## src/rtl/rs_station_if.sv

```systemverilog
// rs_station_if: decode issue, write-back broadcast and execute dispatch bus of a reservation station
// master: decode / write-back / execution-unit side; slave: the reservation station
interface rs_station_if #(
  parameter int TAG_W  = 5,
  parameter int DATA_W = 32,
  parameter int OP_W   = 6,
  parameter int UNIT_W = 3
);
  logic              issue_valid;
  logic [UNIT_W-1:0] issue_ex_unit;
  logic [OP_W-1:0]   issue_op;
  logic [TAG_W-1:0]  issue_tag1, issue_tag2, issue_target;
  logic [DATA_W-1:0] issue_val1, issue_val2;
  logic              full;
  logic              cdb_valid;
  logic [TAG_W-1:0]  cdb_tag;
  logic [DATA_W-1:0] cdb_data;
  logic              ex_valid, ex_ready;
  logic [OP_W-1:0]   ex_op;
  logic [DATA_W-1:0] ex_a, ex_b;
  logic [TAG_W-1:0]  ex_target;
  modport master (
    output issue_valid, issue_ex_unit, issue_op, issue_tag1, issue_tag2, issue_val1, issue_val2,
           issue_target, cdb_valid, cdb_tag, cdb_data, ex_ready,
    input  full, ex_valid, ex_op, ex_a, ex_b, ex_target
  );
  modport slave (
    input  issue_valid, issue_ex_unit, issue_op, issue_tag1, issue_tag2, issue_val1, issue_val2,
           issue_target, cdb_valid, cdb_tag, cdb_data, ex_ready,
    output full, ex_valid, ex_op, ex_a, ex_b, ex_target
  );
endinterface

```

## src/rtl/rs_station.sv

```systemverilog
// rs_station: reservation station capturing operands from write-back and dispatching oldest ready entry
// ports: clk, rst (async, active-high), flush (sync discard), bus (issue in, cdb in, ex out, full out)
module rs_station #(
  parameter int ENTRY_NUM = 4,
  parameter int TAG_W     = 5,
  parameter int DATA_W    = 32,
  parameter int OP_W      = 6,
  parameter int UNIT_W    = 3,
  parameter int UNIT_ID   = 0
) (
  input  logic        clk,
  input  logic        rst,
  input  logic        flush,
  rs_station_if.slave bus
);
  localparam int AW = $clog2(ENTRY_NUM);
  logic [ENTRY_NUM-1:0] valid, ready;
  logic [OP_W-1:0]      op  [ENTRY_NUM];
  logic [TAG_W-1:0]     t1  [ENTRY_NUM];
  logic [TAG_W-1:0]     t2  [ENTRY_NUM];
  logic [TAG_W-1:0]     tgt [ENTRY_NUM];
  logic [DATA_W-1:0]    v1  [ENTRY_NUM];
  logic [DATA_W-1:0]    v2  [ENTRY_NUM];
  logic [AW-1:0]        age [ENTRY_NUM];
  logic [AW-1:0]        free_idx, sel_idx, sel_age;
  logic                 found, acc, load;
  logic                 ex_valid;
  logic [OP_W-1:0]      ex_op;
  logic [DATA_W-1:0]    ex_a, ex_b;
  logic [TAG_W-1:0]     ex_target;
  function automatic logic hit(input logic [TAG_W-1:0] t);
    return bus.cdb_valid && bus.cdb_tag != '0 && t == bus.cdb_tag;
  endfunction
  assign bus.full      = &valid;
  assign bus.ex_valid  = ex_valid;
  assign bus.ex_op     = ex_op;
  assign bus.ex_a      = ex_a;
  assign bus.ex_b      = ex_b;
  assign bus.ex_target = ex_target;
  assign acc  = bus.issue_valid && bus.issue_ex_unit == UNIT_W'(UNIT_ID) && !bus.full;
  assign load = !ex_valid || bus.ex_ready;
  always_comb begin
    free_idx = '0;
    ready    = '0;
    found    = 1'b0;
    sel_idx  = '0;
    sel_age  = '0;
    for (int i = ENTRY_NUM - 1; i >= 0; i--)
      if (!valid[i]) free_idx = AW'(i);
    for (int i = 0; i < ENTRY_NUM; i++) begin
      ready[i] = valid[i] && t1[i] == '0 && t2[i] == '0;
      // strict compare keeps the lowest index on equal ages
      if (ready[i] && (!found || age[i] > sel_age)) begin
        found   = 1'b1;
        sel_idx = AW'(i);
        sel_age = age[i];
      end
    end
  end
  always_ff @(posedge clk or posedge rst)
    if (rst) begin
      valid     <= '0;
      ex_valid  <= 1'b0;
      ex_op     <= '0;
      ex_a      <= '0;
      ex_b      <= '0;
      ex_target <= '0;
      for (int i = 0; i < ENTRY_NUM; i++) begin
        op[i]  <= '0;
        t1[i]  <= '0;
        t2[i]  <= '0;
        tgt[i] <= '0;
        v1[i]  <= '0;
        v2[i]  <= '0;
        age[i] <= '0;
      end
    end else if (flush) begin
      valid    <= '0;
      ex_valid <= 1'b0;
    end else begin
      for (int i = 0; i < ENTRY_NUM; i++)
        if (valid[i]) begin
          if (hit(t1[i])) begin
            t1[i] <= '0;
            v1[i] <= bus.cdb_data;
          end
          if (hit(t2[i])) begin
            t2[i] <= '0;
            v2[i] <= bus.cdb_data;
          end
          if (acc && age[i] != AW'(ENTRY_NUM - 1)) age[i] <= age[i] + 1'b1;
        end
      // free_idx is never valid, so it cannot collide with sel_idx below
      if (acc) begin
        valid[free_idx] <= 1'b1;
        op[free_idx]    <= bus.issue_op;
        tgt[free_idx]   <= bus.issue_target;
        age[free_idx]   <= '0;
        t1[free_idx]    <= hit(bus.issue_tag1) ? '0 : bus.issue_tag1;
        v1[free_idx]    <= hit(bus.issue_tag1) ? bus.cdb_data : bus.issue_val1;
        t2[free_idx]    <= hit(bus.issue_tag2) ? '0 : bus.issue_tag2;
        v2[free_idx]    <= hit(bus.issue_tag2) ? bus.cdb_data : bus.issue_val2;
      end
      if (load) begin
        ex_valid <= found;
        if (found) begin
          valid[sel_idx] <= 1'b0;
          ex_op          <= op[sel_idx];
          ex_a           <= v1[sel_idx];
          ex_b           <= v2[sel_idx];
          ex_target      <= tgt[sel_idx];
        end
      end
    end
endmodule

```

## src/flat_wrapper.sv

```systemverilog
// flat-port wrapper written by rule: the top's interface ports become plain ports
module rs_station_flat 
#(
  parameter int ENTRY_NUM = 4,
  parameter int TAG_W     = 5,
  parameter int DATA_W    = 32,
  parameter int OP_W      = 6,
  parameter int UNIT_W    = 3,
  parameter int UNIT_ID   = 0
)
  (clk, rst, flush, bus_issue_valid, bus_issue_ex_unit, bus_issue_op, bus_issue_tag1, bus_issue_tag2, bus_issue_val1, bus_issue_val2, bus_issue_target, bus_cdb_valid, bus_cdb_tag, bus_cdb_data, bus_ex_ready, bus_full, bus_ex_valid, bus_ex_op, bus_ex_a, bus_ex_b, bus_ex_target);
  rs_station_if #(.TAG_W(TAG_W), .DATA_W(DATA_W), .OP_W(OP_W), .UNIT_W(UNIT_W)) bus_i ();
  input  logic clk;
  input  logic rst;
  input  logic flush;
  input wire logic [$bits(bus_i.issue_valid)-1:0] bus_issue_valid;
  input wire logic [$bits(bus_i.issue_ex_unit)-1:0] bus_issue_ex_unit;
  input wire logic [$bits(bus_i.issue_op)-1:0] bus_issue_op;
  input wire logic [$bits(bus_i.issue_tag1)-1:0] bus_issue_tag1;
  input wire logic [$bits(bus_i.issue_tag2)-1:0] bus_issue_tag2;
  input wire logic [$bits(bus_i.issue_val1)-1:0] bus_issue_val1;
  input wire logic [$bits(bus_i.issue_val2)-1:0] bus_issue_val2;
  input wire logic [$bits(bus_i.issue_target)-1:0] bus_issue_target;
  input wire logic [$bits(bus_i.cdb_valid)-1:0] bus_cdb_valid;
  input wire logic [$bits(bus_i.cdb_tag)-1:0] bus_cdb_tag;
  input wire logic [$bits(bus_i.cdb_data)-1:0] bus_cdb_data;
  input wire logic [$bits(bus_i.ex_ready)-1:0] bus_ex_ready;
  output wire logic [$bits(bus_i.full)-1:0] bus_full;
  output wire logic [$bits(bus_i.ex_valid)-1:0] bus_ex_valid;
  output wire logic [$bits(bus_i.ex_op)-1:0] bus_ex_op;
  output wire logic [$bits(bus_i.ex_a)-1:0] bus_ex_a;
  output wire logic [$bits(bus_i.ex_b)-1:0] bus_ex_b;
  output wire logic [$bits(bus_i.ex_target)-1:0] bus_ex_target;
  assign bus_i.issue_valid = bus_issue_valid;
  assign bus_i.issue_ex_unit = bus_issue_ex_unit;
  assign bus_i.issue_op = bus_issue_op;
  assign bus_i.issue_tag1 = bus_issue_tag1;
  assign bus_i.issue_tag2 = bus_issue_tag2;
  assign bus_i.issue_val1 = bus_issue_val1;
  assign bus_i.issue_val2 = bus_issue_val2;
  assign bus_i.issue_target = bus_issue_target;
  assign bus_i.cdb_valid = bus_cdb_valid;
  assign bus_i.cdb_tag = bus_cdb_tag;
  assign bus_i.cdb_data = bus_cdb_data;
  assign bus_i.ex_ready = bus_ex_ready;
  assign bus_full = bus_i.full;
  assign bus_ex_valid = bus_i.ex_valid;
  assign bus_ex_op = bus_i.ex_op;
  assign bus_ex_a = bus_i.ex_a;
  assign bus_ex_b = bus_i.ex_b;
  assign bus_ex_target = bus_i.ex_target;
  rs_station #(.ENTRY_NUM(ENTRY_NUM), .TAG_W(TAG_W), .DATA_W(DATA_W), .OP_W(OP_W), .UNIT_W(UNIT_W), .UNIT_ID(UNIT_ID)) u_core (.clk(clk), .rst(rst), .flush(flush), .bus(bus_i));
endmodule
```

## config.mk

```make
export PLATFORM = sky130hd
export DESIGN_NAME = rs_station_flat
export DESIGN_NICKNAME = d
export VERILOG_FILES = /design/src/rtl/rs_station_if.sv /design/src/rtl/rs_station.sv /design/src/flat_wrapper.sv
export SDC_FILE = /design/constraint.sdc
export NUM_CORES = 1
export LEC_CHECK = 0
export ABC_AREA = 0
export CORE_MARGIN = 2
export CORE_UTILIZATION = 45
export DETAILED_ROUTE_END_ITERATION = 10
export DONT_BUFFER_PORTS = 1
export GPL_TIMING_DRIVEN = 0
export PLACE_DENSITY = 0.66
export SLEW_MARGIN = 15
export SYNTH_ARGS = -nofsm -noshare
export SYNTH_HDL_FRONTEND = slang
export SYNTH_SLANG_ARGS = --single-unit
export TNS_END_PERCENT = 10
```

## constraint.sdc

```tcl
create_clock -name clk -period 32.2 [get_ports clk]
set_input_delay 1.61 -clock clk [delete_from_list [all_inputs] [get_ports clk]]
set_output_delay 1.61 -clock clk [all_outputs]
set_load 0.02 [all_outputs]
```

==> flow_metrics.py, run 1 <==
metrics = {
    "sta": {
        "hold_viol": 0,
        "clock.fmax_ghz": 0.133,
        "final.setup.tns_ns": 0,
        "fin_crit_ns": 7.52,
        "fin_ws_ns": 24.68,
        "fin_crit_sh_pct": 23.4,
        "rsz0062_at_grt": "false",
        "maxSlewViolCount": 0,
        "worst_pin_slew_ns": 0.969,
        "fin_worst_skew_ns": 0.0223,
        "relSlewSlack_pct": 35.4,
        "finalSetupViolations": 0,
    },
    "logic_synthesis": {
        "yosysTopAreaCell": "dfrtp_1",
        "synthFlopType": "dfrtp_1",
        "ys_seq_area_share_pct": 51.9,
        "synthTopCellsByCount": "dfrtp_1 (428), nor2_1 (288), a21oi_1 (204), a221oi_1 (162), buf_2 (78)",
        "syn-cell-area_sq_um": 20700,
        "syn_inst": 1911,
        "syn_avg_cell_area_sq_um": 10.8,
        "synth_nets": 2052,
        "synth_edf_count": 0,
        "ys_types": 61,
        "synth_top_area_share_pct": 51.9,
        "ys_async_sr_fraction_pct": 100,
        "ys_ff_latch": 428,
        "synth_area_leaders": "dfrtp_1 (52%), a221oi_1 (6.9%), nor2_1 (5.2%)",
        "ys.warnings.count": 0,
        "synth.most_common_cell": "dfrtp_1",
    },
    "clock_network": {
        "clock_latency_ns": 0.60,
        "cts_tree": "built",
        "post_cts_buffers": 0,
        "cts_resized": 0,
        "clock-sinks": 428,
        "ctsHoldBuffers": 0,
        "clkTransAtPathRegs_ns": 0.06,
        "root_buffer": "clkbuf_16",
        "clockBufferDepth": 3,
        "cts_made_buffers": 47,
        "htreeDepth": 2,
    },
    "worst_hold_path": {
        "whs_endpoint": "u_core.op[15]",
        "hold_start": "u_core.op[15]",
        "whs_path_depth": 2,
        "hp-class": "flip-flop to flip-flop",
    },
    "route": {
        "wirelength_mm": 78.2,
        "drc_errors": 0,
        "routedWlPerCell_um": 30.1,
        "first_iter_violations": 2778,
        "drt_first_pass_iters": 10,
        "ant_nets": 0,
        "num_vias": 18181,
        "vias_per_cell": 7.00,
    },
    "final_layout": {
        "multi_input_area_sq_um": 8800,
        "drive_gt1_share_pct": 14.2,
        "fin_nets": 2105,
        "area_growth_pct": 11.5,
        "fillers": 4178,
        "seq_area_sq_um": 10700,
    },
    "global_route": {
        "grt.total_usage_pct": 32.5,
        "antenna_found_initial": 3,
        "grt_max_degree": 108,
        "first_global_vias": 18202,
        "grt_pass1_wl_mm": 116,
        "overflow": 0,
    },
    "worst_setup_path": {
        "rr_startpoint": "u_core.t1[18]",
        "reg2regPathDepth": 26,
        "crit_top_cell": "nand2_1",
        "r2r_slack_ns": 24.68,
        "path_max_fanout": 10,
        "end_kind": "flip-flop",
        "slowest_delay_ns": 0.52,
        "cpMaxStageDelayCell": "clkbuf_1",
        "worstSetupStartpointType": "flip-flop",
        "r2r_end": "u_core.bus.ex_a[31]",
        "crit_type": "flip-flop to flip-flop",
        "critPathArrivalTime_ns": 8.02,
        "cp.required_ns": 32.70,
    },
    "floorplan": {
        "dieArea_sq_um": 47600,
        "core_area_sq_um": 45400,
        "die_x_um": 218,
        "rows": 78,
        "start_util_pct": 45.5,
        "die_h_um": 218,
        "io_pins": 208,
    },
    "power": {
        "leakage_uw": 0.0103,
        "ir_drop_v": 0.0000381,
        "p_per_area_nw_per_um2": 61.4,
    },
    "outcome": {
        "status": "finished clean",
    },
    "place": {
        "dpl.hpwl_mm": 54.4,
        "dp_worst_setup_slack_ns": 25.00,
        "io_buffers": 0,
        "routabilityCongestion": 0.923,
    },
    "run": {
        "cap_viol_max_count": 0,
    },
}
[logic make-up after synthesis]
logic type	count (synthesis)	synth area share, %
compound gates	648	23.8
simple gates	454	9.98
flops	428	51.9
buf+inv	218	5.54
mux	99	5.89
xor+xnor	54	2.29
fa+ha+maj	10	0.606
[report_power, final]
| group | internal [uW] | total, uW | leakage [uW] | switching (uW) |
|---|---|---|---|---|
| Clock | 310 | 538 | 0.000745 | 227 |
| Combinational | 72.6 | 160 | 0.00406 | 87.5 |
| Sequential | 610 | 717 | 0.00548 | 108 |
[registers in the layout (all words and copies together) (netlist names), 20 cells and up]
name and flops:
u_core.bus.ex_a 32, u_core.bus.ex_b 32, u_core.op 24, u_core.t1 20
u_core.t2 20, u_core.tgt 20, u_core.v1 128, u_core.v2 128
[area by class of cell]
class | instances | share of cell area (%)
Sequential cell | 428 | 46.5
Clock buffer | 70 | 6.14
Inverter | 39 | 0.668
Antenna cell | 1 | 0.0109
Tap cell | 600 | 3.26
Timing Repair Buffer | 4 | 0.478
Buffer | 179 | 4.33
Multi-Input combinational cell | 1265 | 38.2
Clock inverter | 11 | 0.434
[how the worst max path moves through the flow]
stage / cells after the start / startpoint / endpoint
2_1_floorplan: 1 / rst / u_core.age[0]
3_3_place_gp: 1 / rst / u_core.v2[79]
3_5_place_dp: 26 / u_core.t1[18] / u_core.bus.ex_a[31]
4_1_cts: 26 / u_core.t1[18] / u_core.bus.ex_a[31]
5_1_grt: 27 / u_core.t1[18] / u_core.bus.ex_a[31]
6_report: 26 / u_core.t1[18] / u_core.bus.ex_a[31]
[worst max-delay path, delay by kind of cell, from the launching register on]
kind	cells	cell delay, ns
AOI/OAI and AO/OA	9	2.44
buffers and inverters	5	1.97
and+or+nand+nor	9	1.78
adders and majority gates	3	0.80
DFF	1	0.41
[layer usage]
| metal | GRT usage (%) | wire length (um) | up-vias |
|---|---|---|---|
| met2 | 50.2 | 35300 | 1359 |
| met3 | 9.05 | 9820 | 216 |
| met1 | 43.2 | 29900 | 9174 |
| li1 | - | - | 7428 |
| met5 | 0 | 29 | - |
| met4 | 13.3 | 3170 | 4 |
[per-stage QoR]
| step | hold WS [ns] | cells | util, % | power [uW] | instance area (sq um) |
|---|---|---|---|---|---|
| detailed placement | 0.456 | 2515 | 47.4 | 884 | 21500 |
| finish | 0.473 | 2597 | 50.8 | 1420 | 23000 |
| floorplan | 0.437 | 1911 | - | 823 | 20700 |
| global route | 0.494 | 2597 | 50.8 | 1460 | 23000 |
| global placement | 0.452 | 2511 | 47.2 | 876 | 21400 |
| CTS | 0.471 | 2596 | 50.8 | 1420 | 23000 |
[cell usage in the layout, fill, tap and decap left out, drive strengths merged, types with 6 or more instances in the layout]
cell,synthesis,routed
and4,7,7
a2bb2oi,8,8
clkinv,1,8
and3,30,30
a311oi,7,7
xnor2,10,10
clkbuf,62,132
a311o,24,24
nor2,290,290
o21ai,14,14
buf,117,121
o21a,6,6
a21oi,204,204
dfrtp,428,428
nand2,48,48
mux2i,66,66
a221oi,162,162
ha,10,10
nor2b,6,6
a222oi,75,75
mux2,33,33
xor2,44,44
nor3,22,22
o22ai,24,24
and2,9,9
inv,38,39
nor4,10,10
o32ai,62,62
nand3,13,13
a22o,41,41
o32a,7,7
No activity file was read; power rests on OpenSTA's default activity.
==> run 2, diff against run 1 <==
--- a/config.mk
+++ b/config.mk
@@ -11,7 +11,7 @@
 export DETAILED_ROUTE_END_ITERATION = 10
 export DONT_BUFFER_PORTS = 1
 export GPL_TIMING_DRIVEN = 0
-export PLACE_DENSITY = 0.66
+export PLACE_DENSITY = 0.68
 export SLEW_MARGIN = 15
 export SYNTH_ARGS = -nofsm -noshare
 export SYNTH_HDL_FRONTEND = slang
==> constraint.sdc (replaced) <==
create_clock -name clk -period 6.1 [get_ports clk]
set_input_delay 0.305 -clock clk [delete_from_list [all_inputs] [get_ports clk]]
set_output_delay 0.305 -clock clk [all_outputs]
set_load 0.02 [all_outputs]
==> flow_metrics.py, run 2 (same netlist as run 1, synthesis figures left out) <==
metrics = {
    "final_layout": {
        "drive_gt1_share_pct": 14.5,
        "reg_top3": "u_core.v1 (128), u_core.v2 (128)",
        "area_growth_pct": 18.7,
        "final_core_util_pct": 54.0,
        "multi_input_area_sq_um": 8830,
        "fillers": 3909,
        "seq_area_sq_um": 10700,
        "instances_no_fill": 2725,
        "layout_commonest_cell": "dfrtp_1",
        "fin_nets": 2231,
        "mostFrequentLayoutCells": "dfrtp_1 (428), nor2_1 (287), a21oi_1 (204), a221oi_1 (162), dlygate4sd3_1 (113)",
    },
    "floorplan": {
        "die_h_um": 218,
        "dieArea_sq_um": 47600,
        "io_pins": 208,
        "start_util_pct": 45.5,
        "core_area_sq_um": 45400,
        "rows": 78,
        "die_x_um": 218,
    },
    "power": {
        "p_int_uw": 5440,
        "clkPwrFrac_pct": 38.5,
        "leakage_uw": 0.0109,
        "share_comb_of_total_power_pct": 12.7,
        "p_per_area_nw_per_um2": 317,
        "swShare_pct": 29.9,
        "finalPower_uw": 7760,
        "p_seq_share_pct": 48.9,
        "ir_drop_v": 0.000250,
        "switchingPower_uw": 2320,
    },
    "worst_setup_path": {
        "end_kind": "flip-flop",
        "critPathTopFamily": "simple AND/OR/NAND/NOR gates",
        "worst-path-buf-inv": 5,
        "cpMaxStageDelayCell": "a222oi_1",
        "worstSetupStartpointType": "flip-flop",
        "critPathArrivalTime_ns": 6.34,
        "slowest_delay_ns": 0.47,
        "path_max_fanout": 10,
        "crit_type": "flip-flop to flip-flop",
        "cp.required_ns": 6.55,
        "crit_top_cell": "nand2_1",
    },
    "sta": {
        "final.setup.tns_ns": 0,
        "fin_crit_ns": 5.88,
        "finalSetupViolations": 0,
        "clock.fmax_ghz": 0.170,
        "relSlewSlack_pct": 34.8,
        "fin_crit_sh_pct": 96.5,
        "worst_pin_slew_ns": 0.978,
        "maxSlewViolCount": 0,
        "fin_ws_ns": 0.216,
        "fin_worst_skew_ns": 0.0194,
        "rsz0062_at_grt": "false",
        "hold_viol": 0,
    },
    "clock_network": {
        "clock-sinks": 428,
        "clock_latency_ns": 0.61,
        "root_buffer": "clkbuf_16",
        "clkTransAtPathRegs_ns": 0.06,
        "htreeDepth": 2,
        "cts_made_buffers": 48,
        "clockBufferDepth": 3,
        "cts_tree": "built",
    },
    "global_route": {
        "grt_pass1_wl_mm": 120,
        "grt_max_degree": 36,
        "grt.total_usage_pct": 33.4,
        "overflow": 0,
        "antenna_found_initial": 4,
        "first_global_vias": 18997,
    },
    "route": {
        "num_vias": 19020,
        "drc_errors": 0,
        "drt_first_pass_iters": 8,
        "first_iter_violations": 3237,
        "wirelength_mm": 80.1,
        "routedWlPerCell_um": 29.4,
        "ant_nets": 0,
        "vias_per_cell": 6.98,
    },
    "run": {
        "cap_viol_max_count": 0,
    },
    "place": {
        "io_buffers": 0,
        "dpl.hpwl_mm": 54.7,
        "dp_worst_setup_slack_ns": -1.09,
        "dp.cells": 2525,
        "routabilityCongestion": 0.941,
    },
    "outcome": {
        "status": "finished clean",
    },
    "worst_hold_path": {
        "hp-class": "input port to flip-flop",
    },
}
-- run 2: cell count changes in the layout (fill, tap and decap cells not counted), sizes merged --
cell / previous run / this run
bufinv: 1 / 4
inv: 39 / 38
clkbuf: 132 / 131
diode: 1 / 2
clkinv: 8 / 9
buf: 121 / 133
dlygate4sd3: 0 / 113
-- run 2: timing repair --
action	in CTS	in global routing
setup buffers	0	2
gates resized for setup	14	3
hold buffers	113	0
pin swaps	1	3
endpoints found under the hold margin	224	0
setup endpoints to repair	79	75
gates cloned	0	0
-- run 2: power by group through the flow --
stage / Sequential [uW] / Combinational [uW] / Clock [uW]
floorplan: 3700 / 647 / 0
global placement: 3830 / 795 / 0
detailed placement: 3830 / 843 / 0
CTS: 3790 / 966 / 2980
global route: 3830 / 1080 / 3110
finish: 3790 / 983 / 2990
-- run 2: metrics by stage --
stage | instance area, sq um | hold slack [ns]
final | 24500 | 0.00320
after global routing | 24500 | 0.0286
after CTS | 24500 | 0.00435
after detailed placement | 21700 | 0.181
after global placement | 21400 | 0.415
after floorplan | 20700 | 0.410
-- run 2: final cells by class --
type	instances	share of cell area, %
Buffer	179	4.16
Tap cell	600	3.06
Inverter	39	0.613
Timing Repair Buffer	129	5.88
Sequential cell	428	43.7
Antenna cell	2	0.0204
Clock inverter	14	0.858
Clock buffer	69	5.67
Multi-Input combinational cell	1265	36.0
-- run 2: per-layer routing --
metal,share of wire (%),wire (um),GRT usage (%)
met5,0.027,22,0.208
met1,38,30400,44.2
met3,12,9940,8.87
met4,4.5,3610,15.4
met2,45,36200,51.2
-- run 2: path summary, 6_finish.rpt --
path	from	to	slack, ns	depth (start not counted)
worst min register to register	u_core.op[16]	u_core.op[16]	0.47	2
min in group asynchronous	rst	u_core.v2[5]	0.18	2
worst min-delay path	bus_issue_val2[5]	u_core.v2[101]	0.003	2
worst max-delay path	u_core.t1[18]	u_core.bus.ex_b[6]	0.22	28
max in group asynchronous	rst	u_core.v2[111]	4.41	7
worst max register to register	u_core.t1[18]	u_core.bus.ex_b[6]	0.22	28
